--- config.mk ---
export PLATFORM = sky130hd
export DESIGN_NAME = riscvmc_ctrl
export DESIGN_NICKNAME = d
export VERILOG_FILES = /design/src/rtl/riscvmc_ctrl.sv
export SDC_FILE = /design/constraint.sdc
export NUM_CORES = 1
export LEC_CHECK = 0
export CORE_AREA = 2 2 68 44
export DETAILED_ROUTE_END_ITERATION = 6
export DIE_AREA = 0 0 70 46
export GPL_TIMING_DRIVEN = 0
export PLACE_DENSITY = 0.78
export SLEW_MARGIN = 25
export SYNTH_ARGS = -nofsm -noshare
export SYNTH_HDL_FRONTEND = slang
export SYNTH_SLANG_ARGS = --single-unit
--- constraint.sdc ---
create_clock -name clk -period 1.8 [get_ports clk]
set_input_delay 0.27 -clock clk [delete_from_list [all_inputs] [get_ports clk]]
set_output_delay 0.27 -clock clk [all_outputs]
set_load 0.01 [all_outputs]
--- src/rtl/riscvmc_ctrl.sv ---
// Main control FSM for the multicycle RV32I core (lw, sw, R, I-ALU, beq, jal).
// One state per cycle over the shared PC/ALU/memory datapath; fetch and
// load/store stall on MemReady and trap if memory stays silent too long.
//
// state    | meaning
// ---------+--------------------------------------------------------------
// FETCH    | read instruction at PC, PC <= PC+4 when memory answers
// DECODE   | read registers, compute branch/jump target from OldPC+imm
// MEMADR   | compute load/store address RD1+imm
// MEMREAD  | load request at computed address, wait for MemReady
// MEMWB    | write loaded data to register file
// MEMWRITE | store request at computed address, wait for MemReady
// EXECR    | R-type ALU operation RD1 op RD2
// ALUWB    | write ALU result to register file
// EXECI    | I-type ALU operation RD1 op imm
// JAL      | PC <= target, compute link address OldPC+4
// BEQ      | compare RD1-RD2, take branch when Zero
// TRAP     | illegal opcode or memory timeout; held until reset
module riscvmc_ctrl #(
    parameter int unsigned TIMEOUT_CYCLES = 255,
    parameter int unsigned CNT_W          = 8
) (
    input  logic       clk,
    input  logic       reset,
    input  logic [6:0] op,
    input  logic       Zero,
    input  logic       MemReady,
    output logic       MemReq,
    output logic       MemWrite,
    output logic       AdrSrc,
    output logic       IRWrite,
    output logic       PCWrite,
    output logic       RegWrite,
    output logic [1:0] ResultSrc,
    output logic [1:0] ALUSrcA,
    output logic [1:0] ALUSrcB,
    output logic [1:0] ALUOp,
    output logic [1:0] ImmSrc,
    output logic       Trap,
    output logic [3:0] State
);

    localparam logic [6:0] OP_LW  = 7'b0000011;
    localparam logic [6:0] OP_SW  = 7'b0100011;
    localparam logic [6:0] OP_R   = 7'b0110011;
    localparam logic [6:0] OP_I   = 7'b0010011;
    localparam logic [6:0] OP_BEQ = 7'b1100011;
    localparam logic [6:0] OP_JAL = 7'b1101111;

    // Last counter value before a timeout fires; meaningless when timeout is disabled.
    localparam logic [CNT_W-1:0] LP_CNT_LAST =
        CNT_W'((TIMEOUT_CYCLES == 0) ? 0 : TIMEOUT_CYCLES - 1);

    typedef enum logic [3:0] {
        S_FETCH    = 4'd0,
        S_DECODE   = 4'd1,
        S_MEMADR   = 4'd2,
        S_MEMREAD  = 4'd3,
        S_MEMWB    = 4'd4,
        S_MEMWRITE = 4'd5,
        S_EXECR    = 4'd6,
        S_ALUWB    = 4'd7,
        S_EXECI    = 4'd8,
        S_JAL      = 4'd9,
        S_BEQ      = 4'd10,
        S_TRAP     = 4'd11
    } state_t;

    state_t           r_state;
    state_t           w_next;
    logic [CNT_W-1:0] r_cnt;
    logic             w_mem_state;
    logic             w_timeout;
    logic             w_pcupdate;
    logic             w_branch;

    assign w_mem_state = (r_state == S_FETCH) || (r_state == S_MEMREAD) ||
                         (r_state == S_MEMWRITE);
    // A completing handshake takes priority over the timeout in the same cycle.
    assign w_timeout   = (TIMEOUT_CYCLES != 0) && w_mem_state && !MemReady &&
                         (r_cnt == LP_CNT_LAST);

    // State register and memory wait counter (cleared whenever the state changes).
    always_ff @(posedge clk) begin
        if (reset) begin
            r_state <= S_FETCH;
            r_cnt   <= '0;
        end else begin
            r_state <= w_next;
            if (w_next != r_state)
                r_cnt <= '0;
            else if (w_mem_state && !MemReady)
                r_cnt <= r_cnt + CNT_W'(1);
        end
    end

    // Next-state selection.
    always_comb begin
        w_next = r_state;
        case (r_state)
            S_FETCH: begin
                if (MemReady)       w_next = S_DECODE;
                else if (w_timeout) w_next = S_TRAP;
            end
            S_DECODE: begin
                case (op)
                    OP_LW, OP_SW: w_next = S_MEMADR;
                    OP_R:         w_next = S_EXECR;
                    OP_I:         w_next = S_EXECI;
                    OP_JAL:       w_next = S_JAL;
                    OP_BEQ:       w_next = S_BEQ;
                    default:      w_next = S_TRAP;
                endcase
            end
            S_MEMADR: begin
                if (op == OP_LW)      w_next = S_MEMREAD;
                else if (op == OP_SW) w_next = S_MEMWRITE;
                else                  w_next = S_TRAP;
            end
            S_MEMREAD: begin
                if (MemReady)       w_next = S_MEMWB;
                else if (w_timeout) w_next = S_TRAP;
            end
            S_MEMWB:  w_next = S_FETCH;
            S_MEMWRITE: begin
                if (MemReady)       w_next = S_FETCH;
                else if (w_timeout) w_next = S_TRAP;
            end
            S_EXECR:  w_next = S_ALUWB;
            S_ALUWB:  w_next = S_FETCH;
            S_EXECI:  w_next = S_ALUWB;
            S_JAL:    w_next = S_ALUWB;
            S_BEQ:    w_next = S_FETCH;
            S_TRAP:   w_next = S_TRAP;
            default:  w_next = S_FETCH;
        endcase
    end

    // Moore output decode; reset suppresses every enable and select in its own cycle.
    always_comb begin
        MemReq     = 1'b0;
        MemWrite   = 1'b0;
        AdrSrc     = 1'b0;
        IRWrite    = 1'b0;
        RegWrite   = 1'b0;
        ResultSrc  = 2'b00;
        ALUSrcA    = 2'b00;
        ALUSrcB    = 2'b00;
        ALUOp      = 2'b00;
        Trap       = 1'b0;
        w_pcupdate = 1'b0;
        w_branch   = 1'b0;
        case (r_state)
            S_FETCH: begin
                MemReq     = 1'b1;
                ALUSrcB    = 2'b10;
                ResultSrc  = 2'b10;
                IRWrite    = MemReady;
                w_pcupdate = MemReady;
            end
            S_DECODE: begin
                ALUSrcA = 2'b01;
                ALUSrcB = 2'b01;
            end
            S_MEMADR: begin
                ALUSrcA = 2'b10;
                ALUSrcB = 2'b01;
            end
            S_MEMREAD: begin
                MemReq = 1'b1;
                AdrSrc = 1'b1;
            end
            S_MEMWB: begin
                ResultSrc = 2'b01;
                RegWrite  = 1'b1;
            end
            S_MEMWRITE: begin
                MemReq   = 1'b1;
                MemWrite = 1'b1;
                AdrSrc   = 1'b1;
            end
            S_EXECR: begin
                ALUSrcA = 2'b10;
                ALUOp   = 2'b10;
            end
            S_ALUWB: RegWrite = 1'b1;
            S_EXECI: begin
                ALUSrcA = 2'b10;
                ALUSrcB = 2'b01;
                ALUOp   = 2'b10;
            end
            S_JAL: begin
                ALUSrcA    = 2'b01;
                ALUSrcB    = 2'b10;
                w_pcupdate = 1'b1;
            end
            S_BEQ: begin
                ALUSrcA  = 2'b10;
                ALUOp    = 2'b01;
                w_branch = 1'b1;
            end
            S_TRAP:  Trap = 1'b1;
            default: ;
        endcase
        if (reset) begin
            MemReq     = 1'b0;
            MemWrite   = 1'b0;
            AdrSrc     = 1'b0;
            IRWrite    = 1'b0;
            RegWrite   = 1'b0;
            ResultSrc  = 2'b00;
            ALUSrcA    = 2'b00;
            ALUSrcB    = 2'b00;
            ALUOp      = 2'b00;
            Trap       = 1'b0;
            w_pcupdate = 1'b0;
            w_branch   = 1'b0;
        end
    end

    assign PCWrite = w_pcupdate | (w_branch & Zero);
    assign State   = r_state;

    // Immediate format follows the opcode directly, independent of state.
    always_comb begin
        ImmSrc = 2'b00;
        if (!reset) begin
            case (op)
                OP_SW:   ImmSrc = 2'b01;
                OP_BEQ:  ImmSrc = 2'b10;
                OP_JAL:  ImmSrc = 2'b11;
                default: ImmSrc = 2'b00;
            endcase
        end
    end

endmodule
==> flow_metrics.env, run 1 <==
export IMPL_crit_end="PCWrite"
export IMPL_cts_tree="done"
export IMPL_track_usage=0.180
export IMPL_crit_type="reg -> out"
export IMPL_vias_per_cell=5.58
export IMPL_n_antenna_cell=0
export IMPL_ys_seq_area_frac=0.238
export IMPL_clock_latency_ns=0.24
export IMPL_timing_rr_start="State[1]$_SDFF_PP0_"
export IMPL_yosys_top_cells_area="dfxtp_1, nor2_1, o21ai_0"
export IMPL_grt_overflow=0
export IMPL_ys_flop_type="dfxtp_1"
export IMPL_antenna_found_initial=0
export IMPL_max_freq_mhz=545
export IMPL_ir_worst_vdd_v=0.000541
export IMPL_async_flop_share=0
export IMPL_place_gp_congestion=0.890
export IMPL_clk_path_buf_depth=2
export IMPL_postCtsHoldBufs=0
export IMPL_die_x_um=70
export IMPL_r2r_end="r_cnt[5]$_SDFFE_PP0P_"
export IMPL_tns_ns=-0.0340
export IMPL_ys_ff_latch=12
export IMPL_first_global_vias=1011
export IMPL_violations="setup timing"
export IMPL_htreeDepth=1
export IMPL_initial_core_util=0.378
export IMPL_critPathRequiredTime_ns=1.53
export IMPL_worstSetupStartpoint="State[0]$_SDFF_PP0_"
export IMPL_cp_arrival_ns=1.56
export IMPL_postRouteAntennaNets=0
export IMPL_wl_um=3080
export IMPL_rsz0062_at_grt="true"
export IMPL_synth_avg_cell_area_sq_um=7.31
export IMPL_place_hpwl_um=2080
export IMPL_synth_most_common_cell="nor2_1"
export IMPL_critPathMaxFanout=10
export IMPL_cap_violations=0
export IMPL_power_mw=2.11
export IMPL_relSlewSlack=0.734
export IMPL_ff2ff_path_depth=5
export IMPL_power_density_nw_per_um2=1340
export IMPL_nNetsFinal=190
export IMPL_timing_final_crit_period_ns=1.83
export IMPL_cts_sinks=12
export IMPL_port_buffers=31
export IMPL_synth_common_cells="nor2_1, dfxtp_1, nand2_1, o21ai_0, nand3_1"
export IMPL_final_cells=209
export IMPL_p_leak_nw=0.642
export IMPL_hold_class="reg -> reg"
export IMPL_yosys_area_top_type="dfxtp_1"
export IMPL_worstMarginPinSlew_ns=0.396
export IMPL_synth_edf_count=0
export IMPL_coreArea_sq_um=2670
export IMPL_final_area_sq_um=1570
export IMPL_cp_start_kind="flop"
export IMPL_vias=1167
export IMPL_r2r_setup_slack_ns=0.13
export IMPL_synth_warnings=0
export IMPL_finalSetupViolCount=1
export IMPL_dpl_instance_area_sq_um=1370
export IMPL_rows=15
export IMPL_endpoint_kind="primary output"
export IMPL_status="complete, but fails checks"
export IMPL_timing_final_crit_share=1.02
export IMPL_dpl_cell_count=203
export IMPL_cts_root_buf="clkbuf_8"
export IMPL_area_delta_synth_final_pct=55.8
export IMPL_routedWlPerCell_um=14.7
export IMPL_drt_iter0_markers=51
export IMPL_path_clk_slew_ns=0.05
export IMPL_syn_area_sq_um=1010
export IMPL_worst_slack_ns=-0.0340
export IMPL_first_pass_iters=5
export IMPL_hold_viol=0
export IMPL_grt_max_degree=11
export IMPL_skew_ns=0.00435
export IMPL_layout_drive_gt1_share=0.269
export IMPL_numCtsBuffers=3
export IMPL_grt_pass1_wl_um=4580
export IMPL_die_area_sq_um=3220
export IMPL_drc=0
export IMPL_die_h_um=46
export IMPL_synth_cell_type_count=41
export IMPL_synth_top_area_frac=0.238
export IMPL_maxSlewViolCount=0
export IMPL_syn_nets=151
export IMPL_io_pins=32
export IMPL_syn_inst=138
## per-layer routing
| metal | track usage | part of all wire | vias up |
|---|---|---|---|
| met5 | 0 | 0 | - |
| met4 | 0.0231 | 0 | 0 |
| met3 | 0.0376 | 0.058 | 0 |
| met2 | 0.288 | 0.45 | 49 |
| met1 | 0.260 | 0.49 | 538 |
| li1 | - | - | 580 |
## metrics by stage
stage,hold slack [ns],setup WS [ns],util
after detailed placement,0.484,-0.615,0.513
after floorplan,0.454,0.0242,-
after CTS,0.492,-0.0205,0.575
final,0.495,-0.0340,0.590
after global placement,0.466,-0.668,0.513
after global routing,0.528,-0.127,0.590
## state kept, by name (all words and copies together) (netlist names)
| register | cells |
|---|---|
| State | 4 |
| r_cnt | 8 |
## timing repair
item | CTS | global route
endpoints found under the setup margin | 25 | 18
pin swaps | 1 | 1
resized for setup | 76 | 19
buffers inserted | 2 | 2
## final cells by class
cell class | count | area (sq um)
timing repair buffer | 35 | 309
buffer | 7 | 93.8
fill | 237 | 1090
clock buffer | 3 | 41.3
tap | 34 | 42.5
multi-input combinational | 115 | 821
sequential | 12 | 253
inverter | 3 | 11.3
## how the worst min path moves through the flow
stage	startpoint	to	slack, ns	cells past startpoint
global route	r_cnt[5]$_SDFFE_PP0P_	r_cnt[5]$_SDFFE_PP0P_	0.53	2
CTS	r_cnt[5]$_SDFFE_PP0P_	r_cnt[5]$_SDFFE_PP0P_	0.49	2
finish	r_cnt[5]$_SDFFE_PP0P_	r_cnt[5]$_SDFFE_PP0P_	0.49	2
detailed placement	r_cnt[5]$_SDFFE_PP0P_	r_cnt[5]$_SDFFE_PP0P_	0.48	2
floorplan	r_cnt[5]$_SDFFE_PP0P_	r_cnt[5]$_SDFFE_PP0P_	0.45	2
global placement	r_cnt[5]$_SDFFE_PP0P_	r_cnt[5]$_SDFFE_PP0P_	0.47	2
## worst max-delay path, stage by stage, from the launching register on
cell and delay (ns):
dfxtp_2 0.33, buf_6 0.14, or2_4 0.27, nor4_4 0.17, and2_4 0.18, o21bai_1 0.09
buf_2 0.14
## where the power goes
part           leakage [nW]  total (mW)  internal, mW  switching [mW]
combinational         0.521        1.45         0.704           0.745
clock                0.0216       0.242         0.147          0.0947
sequential           0.0998       0.421         0.331          0.0900
## cell usage in the layout (no fill, tap or decap), drive strengths merged, types with 3 or more instances in the layout
| cell type | instances |
|---|---|
| buf | 12 |
| nand4 | 3 |
| clkdlybuf4s50 | 9 |
| clkdlybuf4s15 | 5 |
| xnor2 | 3 |
| a21o | 3 |
| clkbuf | 8 |
| a21oi | 5 |
| nor2 | 20 |
| and3 | 3 |
| nand3 | 7 |
| xor2 | 5 |
| nand2b | 4 |
| dlymetal6s2s | 3 |
| nor2b | 6 |
| nand2 | 11 |
| dlygate4sd2 | 8 |
| dfxtp | 12 |
| o21ai | 9 |
| inv | 3 |
| nor3 | 5 |
## cells by family after synthesis
kind of cell	share of synthesized area
xor+xnor	0.0769
buf+inv	0.0472
fa+ha+maj	0.0248
simple gates	0.349
flops	0.238
compound gates	0.264
(Power assumes the default switching activity.)
==> run 2: changes to the inputs <==
Settings changed: SLEW_MARGIN 25 to 20.
==> results of run 2 <==
The final DEF is identical to that of run 1; final timing and power are the same.
==> run 3: changes to the inputs <==
Settings changed: GPL_TIMING_DRIVEN 0 to 1, PLACE_DENSITY 0.78 to 0.69.
==> flow_metrics.env, run 3 (synthesized netlist as in run 1, its figures left out) <==
export IMPL_status="complete, but fails checks"
export IMPL_violations="setup timing"
export IMPL_routedWlPerCell_um=16.3
export IMPL_worst_slack_ns=-0.0410
export IMPL_skew_ns=0.00363
export IMPL_cp_arrival_ns=1.57
export IMPL_clock_latency_ns=0.24
export IMPL_cp_num_buf_inv=1
export IMPL_cap_violations=0
export IMPL_final_cell_mix="buf_4, nor2_1, nand2_1"
export IMPL_max_freq_mhz=543
export IMPL_cpPeakStageDelay_ns=0.37
export IMPL_place_gp_congestion=0.887
export IMPL_port_buffers=31
export IMPL_grt_pass1_wl_um=6070
export IMPL_coreArea_sq_um=2670
export IMPL_n_antenna_cell=0
export IMPL_grt_overflow=0
export IMPL_timing_final_crit_share=1.02
export IMPL_hold_class="reg -> reg"
export IMPL_relSlewSlack=0.725
export IMPL_drc=0
export IMPL_first_pass_iters=4
export IMPL_timing_final_crit_period_ns=1.84
export IMPL_cts_tree="done"
export IMPL_critPathRequiredTime_ns=1.53
export IMPL_cp_top_family="simple AND/OR/NAND/NOR gates"
export IMPL_hold_viol=0
export IMPL_endpoint_kind="primary output"
export IMPL_die_x_um=70
export IMPL_io_pins=32
export IMPL_cts_sinks=12
export IMPL_first_global_vias=1291
export IMPL_wl_um=4000
export IMPL_power_density_nw_per_um2=1360
export IMPL_postCtsHoldBufs=0
export IMPL_crit_type="reg -> out"
export IMPL_cp_start_kind="flop"
export IMPL_clk_path_buf_depth=2
export IMPL_path_clk_slew_ns=0.05
export IMPL_cp_depth=5
export IMPL_vias_per_cell=5.68
export IMPL_place_hpwl_um=2920
export IMPL_critPathMaxFanout=6
export IMPL_numCtsBuffers=3
export IMPL_die_area_sq_um=3220
export IMPL_layout_drive_gt1_share=0.408
export IMPL_slowest_stage="dfxtp_4"
export IMPL_final_common_cell="buf_4"
export IMPL_track_usage=0.248
export IMPL_cts_root_buf="clkbuf_8"
export IMPL_ir_worst_vdd_v=0.000659
export IMPL_largest_reg_flops=8
export IMPL_hold_depth=2
export IMPL_area_delta_synth_final_pct=84.5
export IMPL_vias=1391
export IMPL_rsz0062_at_grt="true"
export IMPL_drt_iter0_markers=107
export IMPL_finalSetupViolCount=2
export IMPL_top_register="r_cnt"
export IMPL_maxSlewViolCount=0
export IMPL_die_h_um=46
export IMPL_rows=15
export IMPL_antenna_found_initial=0
export IMPL_p_leak_nw=0.821
export IMPL_nNetsFinal=225
export IMPL_grt_max_degree=12
export IMPL_worstMarginPinSlew_ns=0.412
export IMPL_postRouteAntennaNets=0
export IMPL_fillers=201
export IMPL_htreeDepth=1
export IMPL_power_mw=2.54
export IMPL_tns_ns=-0.0644
export IMPL_path_cells="or2_4 -> nor4_4 -> and2_4 -> o21bai_1 -> buf_2"
export IMPL_ff2ff_path_depth=8
export IMPL_initial_core_util=0.378
## run 3: timing repair
item,CTS,global route
pin swaps,7,8
gates resized for setup,48,34
endpoints found under the setup margin,26,21
setup buffers,4,1
## run 3: report_power, final
| group | internal, mW | switching (mW) | total [mW] |
|---|---|---|---|
| clock network | 0.193 | 0.103 | 0.297 |
| registers | 0.328 | 0.0953 | 0.424 |
| logic | 0.946 | 0.873 | 1.82 |
## run 3: worst register-to-register path, stage by stage, from the launching register on
cell and delay [ns]:
dfxtp_2 0.36, xnor2_2 0.15, buf_4 0.15, a2111oi_4 0.30, buf_4 0.19, buf_8 0.13, nand4_1 0.12, xor2_1 0.21
nor2_1 0.06
## run 3: path summary, 6_finish.rpt
kind	startpoint	end	slack, ns
worst min-delay path	r_cnt[7]$_SDFFE_PP0P_	r_cnt[7]$_SDFFE_PP0P_	0.51
worst min register to register	r_cnt[7]$_SDFFE_PP0P_	r_cnt[7]$_SDFFE_PP0P_	0.51
worst max register to register	State[2]$_SDFF_PP0_	r_cnt[4]$_SDFFE_PP0P_	0.02
worst max-delay path	State[1]$_SDFF_PP0_	PCWrite	-0.04
## run 3: layer usage
layer  global-route usage  wire (um)  part of all wire  vias to the layer above
met4               0.0654         66             0.016                        0
li1                     -          -                 -                      645
met3               0.0288        237             0.059                        8
met2                0.457       1920              0.48                       71
met1                0.316       1780              0.44                      667
met5                    0          0                 0                        -
## run 3: area by class of cell
cell class | instances | area, sq um | share of cell area
well taps | 34 | 42.5 | 0.0229
multi-input cells | 115 | 851 | 0.457
flip-flops and latches | 12 | 250 | 0.134
clock buffers | 4 | 55.1 | 0.0296
repair buffers | 77 | 651 | 0.350
inverters | 3 | 11.3 | 0.00605
## run 3: per-stage QoR
step	util	cells	worst slack, ns	hold slack, ns	cell area, sq um
2_1_floorplan	-	138	0.0242	0.454	1010
3_3_place_gp	0.623	237	-0.363	0.459	1660
3_5_place_dp	0.623	237	-0.451	0.484	1660
4_1_cts	0.669	245	-0.0832	0.521	1780
5_1_grt	0.698	245	-0.100	0.557	1860
6_report	0.698	245	-0.0410	0.514	1860
